===== config.mk =====
export PLATFORM = sky130hd
export DESIGN_NAME = dram_bridge
export DESIGN_NICKNAME = d
export VERILOG_FILES = /design/src/rtl/dram_bridge.sv
export SDC_FILE = /design/constraint.sdc
export NUM_CORES = 1
export LEC_CHECK = 0
export ABC_AREA = 1
export CELL_PAD_IN_SITES_DETAIL_PLACEMENT = 0
export CELL_PAD_IN_SITES_GLOBAL_PLACEMENT = 2
export CORE_MARGIN = 1
export CORE_UTILIZATION = 39
export DETAILED_ROUTE_END_ITERATION = 16
export DONT_BUFFER_PORTS = 1
export GPL_TIMING_DRIVEN = 0
export PLACE_DENSITY_LB_ADDON = 0.1
export REMOVE_ABC_BUFFERS = 1
export SLEW_MARGIN = 40
export SYNTH_ARGS = -nofsm -noshare
export SYNTH_HDL_FRONTEND = slang
export SYNTH_SLANG_ARGS = --single-unit

===== constraint.sdc =====
create_clock -name clk -period 2.2 [get_ports clk]
set_input_delay 0.22 -clock clk [delete_from_list [all_inputs] [get_ports clk]]
set_output_delay 0.22 -clock clk [all_outputs]
set_load 0.01 [all_outputs]

===== src/rtl/dram_bridge.sv =====
// dram_bridge: splits 32-bit DMA word reads/writes into two 16-bit SDRAM commands, high half first.
// Optional DRAM_BRIDGE_TIMEOUT_EN adds a per-state watchdog that aborts a stuck command with err.
module dram_bridge #(
    parameter int TIMEOUT = 256
) (
    input  logic        clk,
    input  logic        rst,
    input  logic [23:0] dma_addr,
    input  logic [31:0] dma_wdata,
    input  logic        dma_req_read,
    input  logic        dma_req_write,
    output logic [31:0] dma_rdata,
    output logic        dma_data_valid,
    output logic        dma_write_complete,
    output logic [24:0] mem_addr,
    output logic [15:0] mem_wdata,
    output logic        mem_rd,
    output logic        mem_wr,
    input  logic        mem_ready,
    input  logic [15:0] mem_rdata,
    input  logic        mem_rvalid,
    output logic        err
);
    typedef enum logic [2:0] {IDLE, WR_HI, WR_LO, RD_HI, RD_HI_WAIT, RD_LO, RD_LO_WAIT, DONE} state_t;

    state_t      state_q, state_d;
    logic [23:0] addr_q, addr_d;
    logic [31:0] wdata_q, wdata_d, rdata_q, rdata_d;
    logic        wr_q, wr_d, err_q, err_d;
    logic        mem_rd_q, mem_rd_d, mem_wr_q, mem_wr_d, dv_q, dv_d, wc_q, wc_d;
    logic [24:0] mem_addr_q, mem_addr_d;
    logic [15:0] mem_wdata_q, mem_wdata_d;
    logic        accept, lo;

`ifdef DRAM_BRIDGE_TIMEOUT_EN
    localparam int CW = $clog2(TIMEOUT + 1);
    logic [CW-1:0] cnt_q, cnt_d;
`else
    localparam int unused_timeout = TIMEOUT;
`endif

    always_comb begin
        state_d = state_q;
        addr_d  = addr_q;
        wdata_d = wdata_q;
        rdata_d = rdata_q;
        wr_d    = wr_q;
        err_d   = err_q;
        accept  = mem_ready && (mem_rd_q || mem_wr_q);
        case (state_q)
            IDLE: begin
                if (dma_req_write || dma_req_read) begin
                    state_d = dma_req_write ? WR_HI : RD_HI;
                    wr_d    = dma_req_write;
                    addr_d  = dma_addr;
                    wdata_d = dma_req_write ? dma_wdata : wdata_q;
                    err_d   = 1'b0;
                end
            end
            WR_HI:      state_d = accept ? WR_LO : WR_HI;
            WR_LO:      state_d = accept ? DONE : WR_LO;
            RD_HI:      state_d = accept ? RD_HI_WAIT : RD_HI;
            RD_LO:      state_d = accept ? RD_LO_WAIT : RD_LO;
            RD_HI_WAIT: begin
                if (mem_rvalid) begin
                    rdata_d[31:16] = mem_rdata;
                    state_d        = RD_LO;
                end
            end
            RD_LO_WAIT: begin
                if (mem_rvalid) begin
                    rdata_d[15:0] = mem_rdata;
                    state_d       = DONE;
                end
            end
            default:    state_d = IDLE;
        endcase
`ifdef DRAM_BRIDGE_TIMEOUT_EN
        // Abort only when the state made no progress for TIMEOUT consecutive cycles.
        if (state_q != IDLE && state_q != DONE && state_d == state_q && cnt_q == CW'(TIMEOUT - 1)) begin
            state_d = DONE;
            err_d   = 1'b1;
            rdata_d = wr_q ? rdata_q : 32'hDEADBEEF;
        end
        cnt_d = (state_d != state_q || state_q == IDLE || state_q == DONE) ? '0 : cnt_q + 1'b1;
`endif
        // Outputs are registered from the next state so they line up with it.
        lo          = (state_d == WR_LO) || (state_d == RD_LO);
        mem_rd_d    = (state_d == RD_HI) || (state_d == RD_LO);
        mem_wr_d    = (state_d == WR_HI) || (state_d == WR_LO);
        mem_addr_d  = {addr_d, lo};
        mem_wdata_d = lo ? wdata_d[15:0] : wdata_d[31:16];
        dv_d        = (state_d == DONE) && !wr_d;
        wc_d        = (state_d == DONE) && wr_d;
    end

    always_ff @(posedge clk or negedge rst) begin
        if (!rst) begin
            state_q     <= IDLE;
            addr_q      <= '0;
            wdata_q     <= '0;
            rdata_q     <= '0;
            wr_q        <= 1'b0;
            err_q       <= 1'b0;
            mem_rd_q    <= 1'b0;
            mem_wr_q    <= 1'b0;
            dv_q        <= 1'b0;
            wc_q        <= 1'b0;
            mem_addr_q  <= '0;
            mem_wdata_q <= '0;
        end else begin
            state_q     <= state_d;
            addr_q      <= addr_d;
            wdata_q     <= wdata_d;
            rdata_q     <= rdata_d;
            wr_q        <= wr_d;
            err_q       <= err_d;
            mem_rd_q    <= mem_rd_d;
            mem_wr_q    <= mem_wr_d;
            dv_q        <= dv_d;
            wc_q        <= wc_d;
            mem_addr_q  <= mem_addr_d;
            mem_wdata_q <= mem_wdata_d;
        end
    end

`ifdef DRAM_BRIDGE_TIMEOUT_EN
    always_ff @(posedge clk or negedge rst) begin
        if (!rst) cnt_q <= '0;
        else      cnt_q <= cnt_d;
    end
`endif

    assign dma_rdata          = rdata_q;
    assign dma_data_valid     = dv_q;
    assign dma_write_complete = wc_q;
    assign mem_addr           = mem_addr_q;
    assign mem_wdata          = mem_wdata_q;
    assign mem_rd             = mem_rd_q;
    assign mem_wr             = mem_wr_q;
    assign err                = err_q;
endmodule


==> flow_results.org, run 1 <==
** Setup path
- Data required time of the worst path :: 2490 ps
- Across all register-to-register paths, the minimum setup slack is approximately 140 ps.
- In this run the worst path has a maximum fanout of 17.
- The critical path in this run is classified as flip-flop to flip-flop.
- Data arrives at the worst endpoint at 2350 ps.
- STA classifies the critical path endpoint as a flip-flop.
- Among cell families on the critical path, the largest total delay comes from simple AND/OR/NAND/NOR gates.
- The worst setup path is launched from a flip-flop.
- Slowest library cell on the worst path :: dfrtp_1
- The largest single stage delay on the critical path is between 400 and 500 ps.
- Counting cells, the worst reg-to-reg path comes to 9.
- End of the worst register-to-register path :: mem_wdata[13]
- The critical path contains buffers and inverters numbering 2 combined.
- The worst register-to-register path begins at state_q[1].
- The signal on the critical path passes through nor2_4 > nand3_4 > nand2_1 > inv_1 > nand3_2 > nand3_4 > buf_12 > nand3_1 > nand2_1.

** Clock network
- After clock tree synthesis, the clock-pin slew on the worst setup and hold paths is 50 ps.
- Buffers inserted to repair hold after CTS numbered just over 70.
- H-tree levels :: 4
- The root buffer cell chosen for the clock tree is clkbuf_16.
- TritonCTS created 17 clock buffers.
- Clock insertion delay at the later pin of the skew report :: about 400 ps
- Max clock buf depth :: 2
- TritonCTS built the clock tree.
- Counting every sink on the clock net gives 113.

** Floorplan
- From bottom edge to top edge, the die measures 110 um.
- Starting density of the core :: around two fifths
- Placeable Area :: roughly 11000 um^2
- The initialized floorplan defines 38 standard-cell rows.
- In this run the count of I/O pins placed on the die edge is around 160.
- The floorplan step set the die width to 110 um.
- The die covers 12000 um^2.

** STA
- Maximum clock rate :: 486 MHz
- Measured against its own limit, the worst slew margin works out to 52.2%.
- Setup violations remaining at the end of the flow were counted as 0.
- Of the available clock period, the critical path in the final layout requires between 90% and 100%.
- Setup skew after layout :: about 4.7 ps
- The final count of hold timing violations came to about 110.
- After layout, the minimum clock period comes to 2060 ps.
- Final Slew Violations :: 0
- Setup WS post-layout :: 142 ps
- Least-Margin Pin Slew :: 716 ps
- On the final layout, the worst hold slack is -490 ps.
- RSZ-0062 raised after global routing :: false

** Logic synthesis
- The synthesized design contains 0 enable-type register cells.
- Xor-xnor portion of the synthesized cell area :: 0%
- Predominant post-synthesis flop cell :: dfrtp_1
- The most common cell in the synthesized netlist is nand2_1.
- Mux contribution to synthesized area :: 0%
- The synthesized design contains 113 register bits.
- Sequential cells were found to cover 62.7% of the synthesized design area.
- Yosys warning count :: 0
- Proportion of register bits with asynchronous set or reset after synthesis :: 100%
- Simple-gate area share of the yosys netlist :: about 28%
- Counting instances in the post-synthesis netlist gives the leading cell types as 236 x nand2_1, 113 x dfrtp_1, 34 x o21ai_0.
- Share of the synthesized area in compound gates (AO/OA/AOI/OAI) :: under 10%
- Counting distinct cell types in the post-synthesis netlist gives 22.
- Synth Area per Inst :: 9.02 um^2
- The mapped netlist covers around 4500 um^2.
- Post-synthesis share of cell area spent on full adders, half adders and majority gates :: 0%
- dfrtp_1 takes more of the synthesized area than any other cell.
- Dominant combinational cell family by area after synthesis :: simple AND/OR/NAND/NOR gates
- By area the synthesized netlist is led by dfrtp_1 63%, nand2_1 20%, o21ai_0 3.8%, nand3_1 2.7%, inv_1 2.5%.
- Cell count after synthesis :: 500
- Summed over its instances, the top area cell type makes up a little over three fifths of the synthesized netlist area.

** Global routing
- Summed over all layers, the global routing overflow is 0.
- Antenna violations before repair :: 0
- First-pass GRT wire length :: around 17 mm
- Largest net degree at the start of global routing :: 114
- Vias in the first global route :: approximately 3300
- For this run, the total global-route usage over all layers was measured as 19.1%.

** Outcome
- The final reports fail on negative hold slack.
- The run finished, with violations left.

** Final layout
- Number of non-filler instances in the completed layout :: 735
- Diode insertion count for antenna repair :: 0
- For this run, the post-layout net count is about 660.
- Final design instance area without fill :: approximately 6000 um^2
- Share of cells above drive strength 1 :: between 10% and 20%
- The area growth from synthesis to layout is 33.2%.
- Measured on the finished design, the core utilization comes to 54.4%.

** Detailed routing
- Count of routing violations after the opening detailed-route iteration :: approximately 140
- Total wire length :: 11.7 mm
- Once detail routing completed, the nets flagged for antenna violations numbered 0.
- The pre-antenna-repair detailed-routing pass consisted of 4 iterations.
- Routed vias :: approximately 3500
- In the final routed layout, each cell accounts on average for 15.9 um.
- Dividing the detail-routed via count by the number of cells gives between 4 and 5.
- DRC Markers :: 0

** Power
- In this run the power density over the cells is between 1500 and 2000 nW/um^2.
- Worst VDD drop :: between 0.8 and 0.9 mV
- Summed over all cells, the static leakage comes to 3.12 nW.
- Overall power consumption after layout is estimated at around 9.2 mW.

** Placed design
- In this run the cell area measured after placement is roughly 4600 um^2.
- OpenSTA, run right after detailed placement, puts the worst setup slack at -385 ps.
- Counting tap cells, the placed design contains a total of 620 instances.
- Hpwl dp :: roughly 6.4 mm
- Input and output buffers added on the ports amount to 0.
- At the end of routability-driven placement, the weighted congestion stood at 0.744.

** Hold path
- Worst min-delay path category :: input port to async pin

** Flow run
- Max-cap violations in this run came to 0.
-- where the power goes --
part / switching, mW / leakage [nW] / total (mW) / internal (mW)
Sequential: 0.883 / 1.42 / 3.93 / 3.04
Combinational: 1.78 / 1.42 / 2.79 / 1.01
Clock: 0.874 / 0.272 / 2.49 / 1.61
Total: 3.53 / 3.12 / 9.20 / 5.67
-- placed cells by master (no fill, tap or decap), drive strengths merged --
master       Yosys  layout
dlygate4sd3      0      72
nand4            1       1
bufinv           0       1
buf             10       9
clkinv           0       6
conb             1       1
nand2          248     249
clkbuf          10      23
nor3             1       1
o21ai           37      37
nor2            16      17
inv             34      34
dfrtp          113     113
nand3           29      31
-- worst max path at each step --
stage               endpoint  cells after the start  slack (ps)       start
6_report       mem_wdata[13]                      9         140  state_q[1]
2_1_floorplan   mem_wdata[0]                      9         180  state_q[1]
3_5_place_dp    mem_wdata[9]                     10        -390  state_q[1]
3_3_place_gp    mem_wdata[3]                      9        -580  state_q[1]
4_1_cts         mem_wdata[3]                      9          30  state_q[1]
5_1_grt         mem_wdata[7]                      9           9  state_q[1]
-- cell type report --
cell class / count / area [um^2]
clock buffer: 23 / 478
clock inverter: 7 / 60.1
fill: 1018 / 5020
inverter: 34 / 130
multi-input combinational: 337 / 1530
sequential: 113 / 2830
tap: 140 / 175
timing repair buffer: 81 / 801
-- metrics by stage --
step                      hold slack (ps)  TNS, ps
final                                -490        0
after global routing                 -516        0
after CTS                            -513        0
after detailed placement            -73.5   -14070
after global placement              -73.4   -16750
after floorplan                     -75.6        0
-- registers in the layout (all words and copies together), names as in the netlist --
name	flops
mem_wr	1
dma_rdata	32
dma_write_complete	1
dma_data_valid	1
wr_q	1
state_q	3
addr_q	1
mem_rd	1
wdata_q	32
mem_wdata	16
mem_addr	24
-- per-layer routing --
layer,part of all wire (%),GRT usage [%],vias up
li1,-,-,1718
met1,44,22.8,1640
met2,46,30.3,132
met3,8.3,8.12,11
met4,1.1,7.81,0
met5,0,0,-
-- kinds of logic (layout without fill, tap and decap cells) --
kind of cell           Yosys count  after routing
other                            1              1
flip-flops                     113            113
buffers and inverters           54            145
AO/OA/AOI/OAI                   37             37
AND/OR/NAND/NOR                295            299
-- what timing repair did --
item | 4_1_cts | 5_1_grt
gates resized for setup | 4 | 3
endpoints found under the setup margin | 70 | 22
cloned | 1 | 3
hold endpoints to repair | 201 | 113
buffers inserted | 0 | 9
pin swaps | 1 | 4
(Power assumes the default switching activity.)
==> inputs of run 2 (changes only) <==
CTS_CLUSTER_SIZE = 8   (was not set)
SLEW_MARGIN = not set   (was 40)
==> flow_results.org, run 2 (synthesis results as in run 1) <==
** Outcome
- Outcome :: complete, but fails checks
- The checks that failed: negative hold slack.

** Detailed routing
- Wire length on met3 :: 912 um (-5.8%)
- Routed vias :: 3488 (-0.37%)
- The final antenna-violating net count is 0 (unchanged).
- DRC Markers :: 0 (unchanged)
- Count of TritonRoute iterations in the first routing pass :: 4 (unchanged)
- The detail-routed net length per standard cell is 15.8 um (-0.94%).
- The starting DRC count in detailed routing came to 205 (+42%).
- The wire length after detailed routing came to 11.5 mm (-1.5%).
- Met2 Wirelength :: 5.46 mm (+0.61%)
- Highest Signal Layer :: met4
- The wire length on met1 is 5.01 mm (-3.5%).
- Vias per Instance :: 4.77 (+0.17%)

** Final layout
- The area used by sequential logic in the layout is 2830 um^2 (unchanged).
- The area of the multi-input gates is 1510 um^2 (-1.3%).
- Commonest non-fill, non-tap cell in the layout :: nand2_1
- The number of filler instances in the final layout came to 999 (-1.9%).
- The number of nets at the end of the flow was 656 (-0.91%).
- Area growth from synthesis to layout :: 33.9%
- Diode insertion count for antenna repair :: 0 (unchanged)
- Share of cells above drive strength 1 :: 11.8% (-0.42 points)
- The area of all placed cells without fillers is 6040 um^2 (+0.52%).
- Number of non-filler instances in the completed layout :: 731 (-0.54%)
- Most used cells in the layout excluding fill and tap cells :: 236 x nand2_1, 112 x dfrtp_1, 72 x dlygate4sd3_1

** Floorplan
- Number of placement rows :: 38 (unchanged)
- Starting density of the core :: 40.9% (unchanged)
- The overall die width came to 110 um (unchanged).
- The number of top-level pins came to 156 (unchanged).
- Overall die height :: 110 um (unchanged)
- The full die area came to 12000 um^2 (unchanged).
- Placeable Area :: 11000 um^2 (unchanged)

** Hold path
- Worst min-delay path category :: input port to async pin

** STA
- The worst-case setup margin in the final layout came to 213 ps (+71.1 ps).
- Endpoints failing setup :: 0 (unchanged)
- Final cycle utilization of the critical path :: 90.3% (-3.2 points)
- The setup total negative slack came to 0 ps (unchanged).
- The transition time at the pin with the least slew margin is 888 ps (+172 ps).
- Final Slew Violations :: 0 (unchanged)
- The final critical delay including setup and external delays was 1990 ps (-71.1 ps).
- Final hold slack :: -492 ps (-2.38 ps)
- The timing-limited maximum frequency is 503 MHz (+3.6%).
- The final count of hold timing violations is 113 (unchanged).
- Setup repair after global routing left no endpoint under its margin.
- The relative slew slack is 40.7% (-11 points).
- The final worst clock skew was 6.37 ps (+1.62 ps).

** Global routing
- The pin count of the biggest net entering global routing came to 114 (unchanged).
- The total overflow reported by the global router came to 0 (unchanged).
- Antenna violations before repair :: 0 (unchanged)
- The first-pass GRT wire length was 17.0 mm (+0.86%).
- Overall global routing resource usage :: 19.1% (+0.051 points)
- Vias in the first global route :: 3410 (+2.6%)

** Clock network
- Clock tree from TritonCTS :: yes
- Max clock buf depth :: 2 (unchanged)
- The clock insertion delay at the later pin of the skew report came to 400 ps (about the same).
- Clock buffers created by TritonCTS :: 17 (unchanged)
- The level count of the clock H-tree is 4 (unchanged).
- Hold_buf cts :: 72 (unchanged)
- Clock Sink Count :: 113 (unchanged)
- The clock-pin slew of the registers on the worst-case setup and hold paths was 50 ps (about the same).
- The root buffer cell chosen for the clock tree is clkbuf_16.

** Setup path
- Worst Path Arrival :: 2330 ps (-20 ps)
- Walking the worst path, the cells encountered are inv_2 > nand3_1 > nor2_1 > nor2_2 > nand3_2 > nand3_4 > nand2_8 > nand2_1 > nand2_1.
- The worst path required time was 2540 ps (+50 ps).
- Cell with the most instances on the worst path :: nand2_1
- Worst Path Max Fanout :: 18 (+1)
- Worst setup path class :: flip-flop to flip-flop
- Stage delay of the slowest cell on the critical path :: 490 ps (+20 ps)
- The worst setup path is captured at a flip-flop.
- STA classifies the critical path startpoint as a flip-flop.
- For this design, the slowest cell found on the critical path is dfrtp_2.

** Flow run
- MaxCap Viol Count :: 0 (unchanged)

** Placed design
- Hpwl dp :: 6.36 mm (about the same)
- Setup WS pre-CTS :: -592 ps (-207 ps)
- The post-placement cell count was 620 (unchanged).
- The placement-stage cell area was 4580 um^2 (-0.11%).
- Routability congestion estimate :: 0.744 (unchanged)
- The count of port buffers added during placement was 0 (unchanged).

** Power
- Worst VDD drop :: 0.752 mV (-11%)
- Leak pwr :: 3.12 nW (about the same)
- The power density over cell area was 1560 nW/um^2 (+1.8%).
- Total design power :: 9.42 mW (+2.4%)
-- run 2: cell count changes in the layout (fill, tap and decap cells not counted), sizes merged --
cell	change
clkinv	-2
buf	-5
clkinvlp	+2
bufinv	+3
clkbuf	-1
nand2	-1
-- run 2: layer usage --
layer / up-vias / GRT usage, %
li1: 1705 / -
met1: 1633 / 22.8
met2: 136 / 31.0
met3: 14 / 7.05
met4: 0 / 8.38
met5: - / 0
-- run 2: final cells by class --
class,instances,share of cell area [%]
Multi-Input combinational cell,336,25.1
Tap cell,140,2.90
Clock buffer,22,8.02
Clock inverter,10,2.57
Sequential cell,113,46.9
Timing Repair Buffer,76,12.4
Inverter,34,2.16
-- run 2: through the flow --
step | util [%] | hold WS, ps
finish | 54.7 | -492
global route | 54.7 | -519
CTS | 54.2 | -512
detailed placement | 41.5 | -73.5
global placement | 41.5 | -73.4
floorplan | - | -75.6
-- run 2: final timing paths --
path	startpoint	cells after the start	endpoint	slack, ps
setup / recovery	state_q[2]	9	mem_wdata[3]	210
hold / removal	rst	0	dma_rdata[4]	-490
setup reg to reg	state_q[2]	9	mem_wdata[3]	210
hold reg to reg	wdata_q[17]	2	wdata_q[17]	470
max in group asynchronous	rst	0	state_q[2]	2540
min in group clk	dma_req_write	3	mem_rd	80
-- run 2: critical path, delay by kind of cell (launching register included) --
kind                   cells  cell delay (ps)
buffers and inverters      1              230
and+or+nand+nor            8             1200
DFF                        1              490
-- run 2: what timing repair did --
action / CTS / global route
gates cloned: 1 / 2
endpoints found under the setup margin: 60 / 17
resized for setup: 5 / 3
pin swaps: 1 / 4
hold endpoints to repair: 201 / 113
setup buffers: 0 / 4
-- run 2: power breakdown --
group | switching [mW] | total [mW] | leakage (nW) | internal (mW)
combinational | 1.70 | 2.58 | 1.39 | 0.879
clock | 0.908 | 2.91 | 0.312 | 2.00
sequential | 0.881 | 3.92 | 1.42 | 3.04
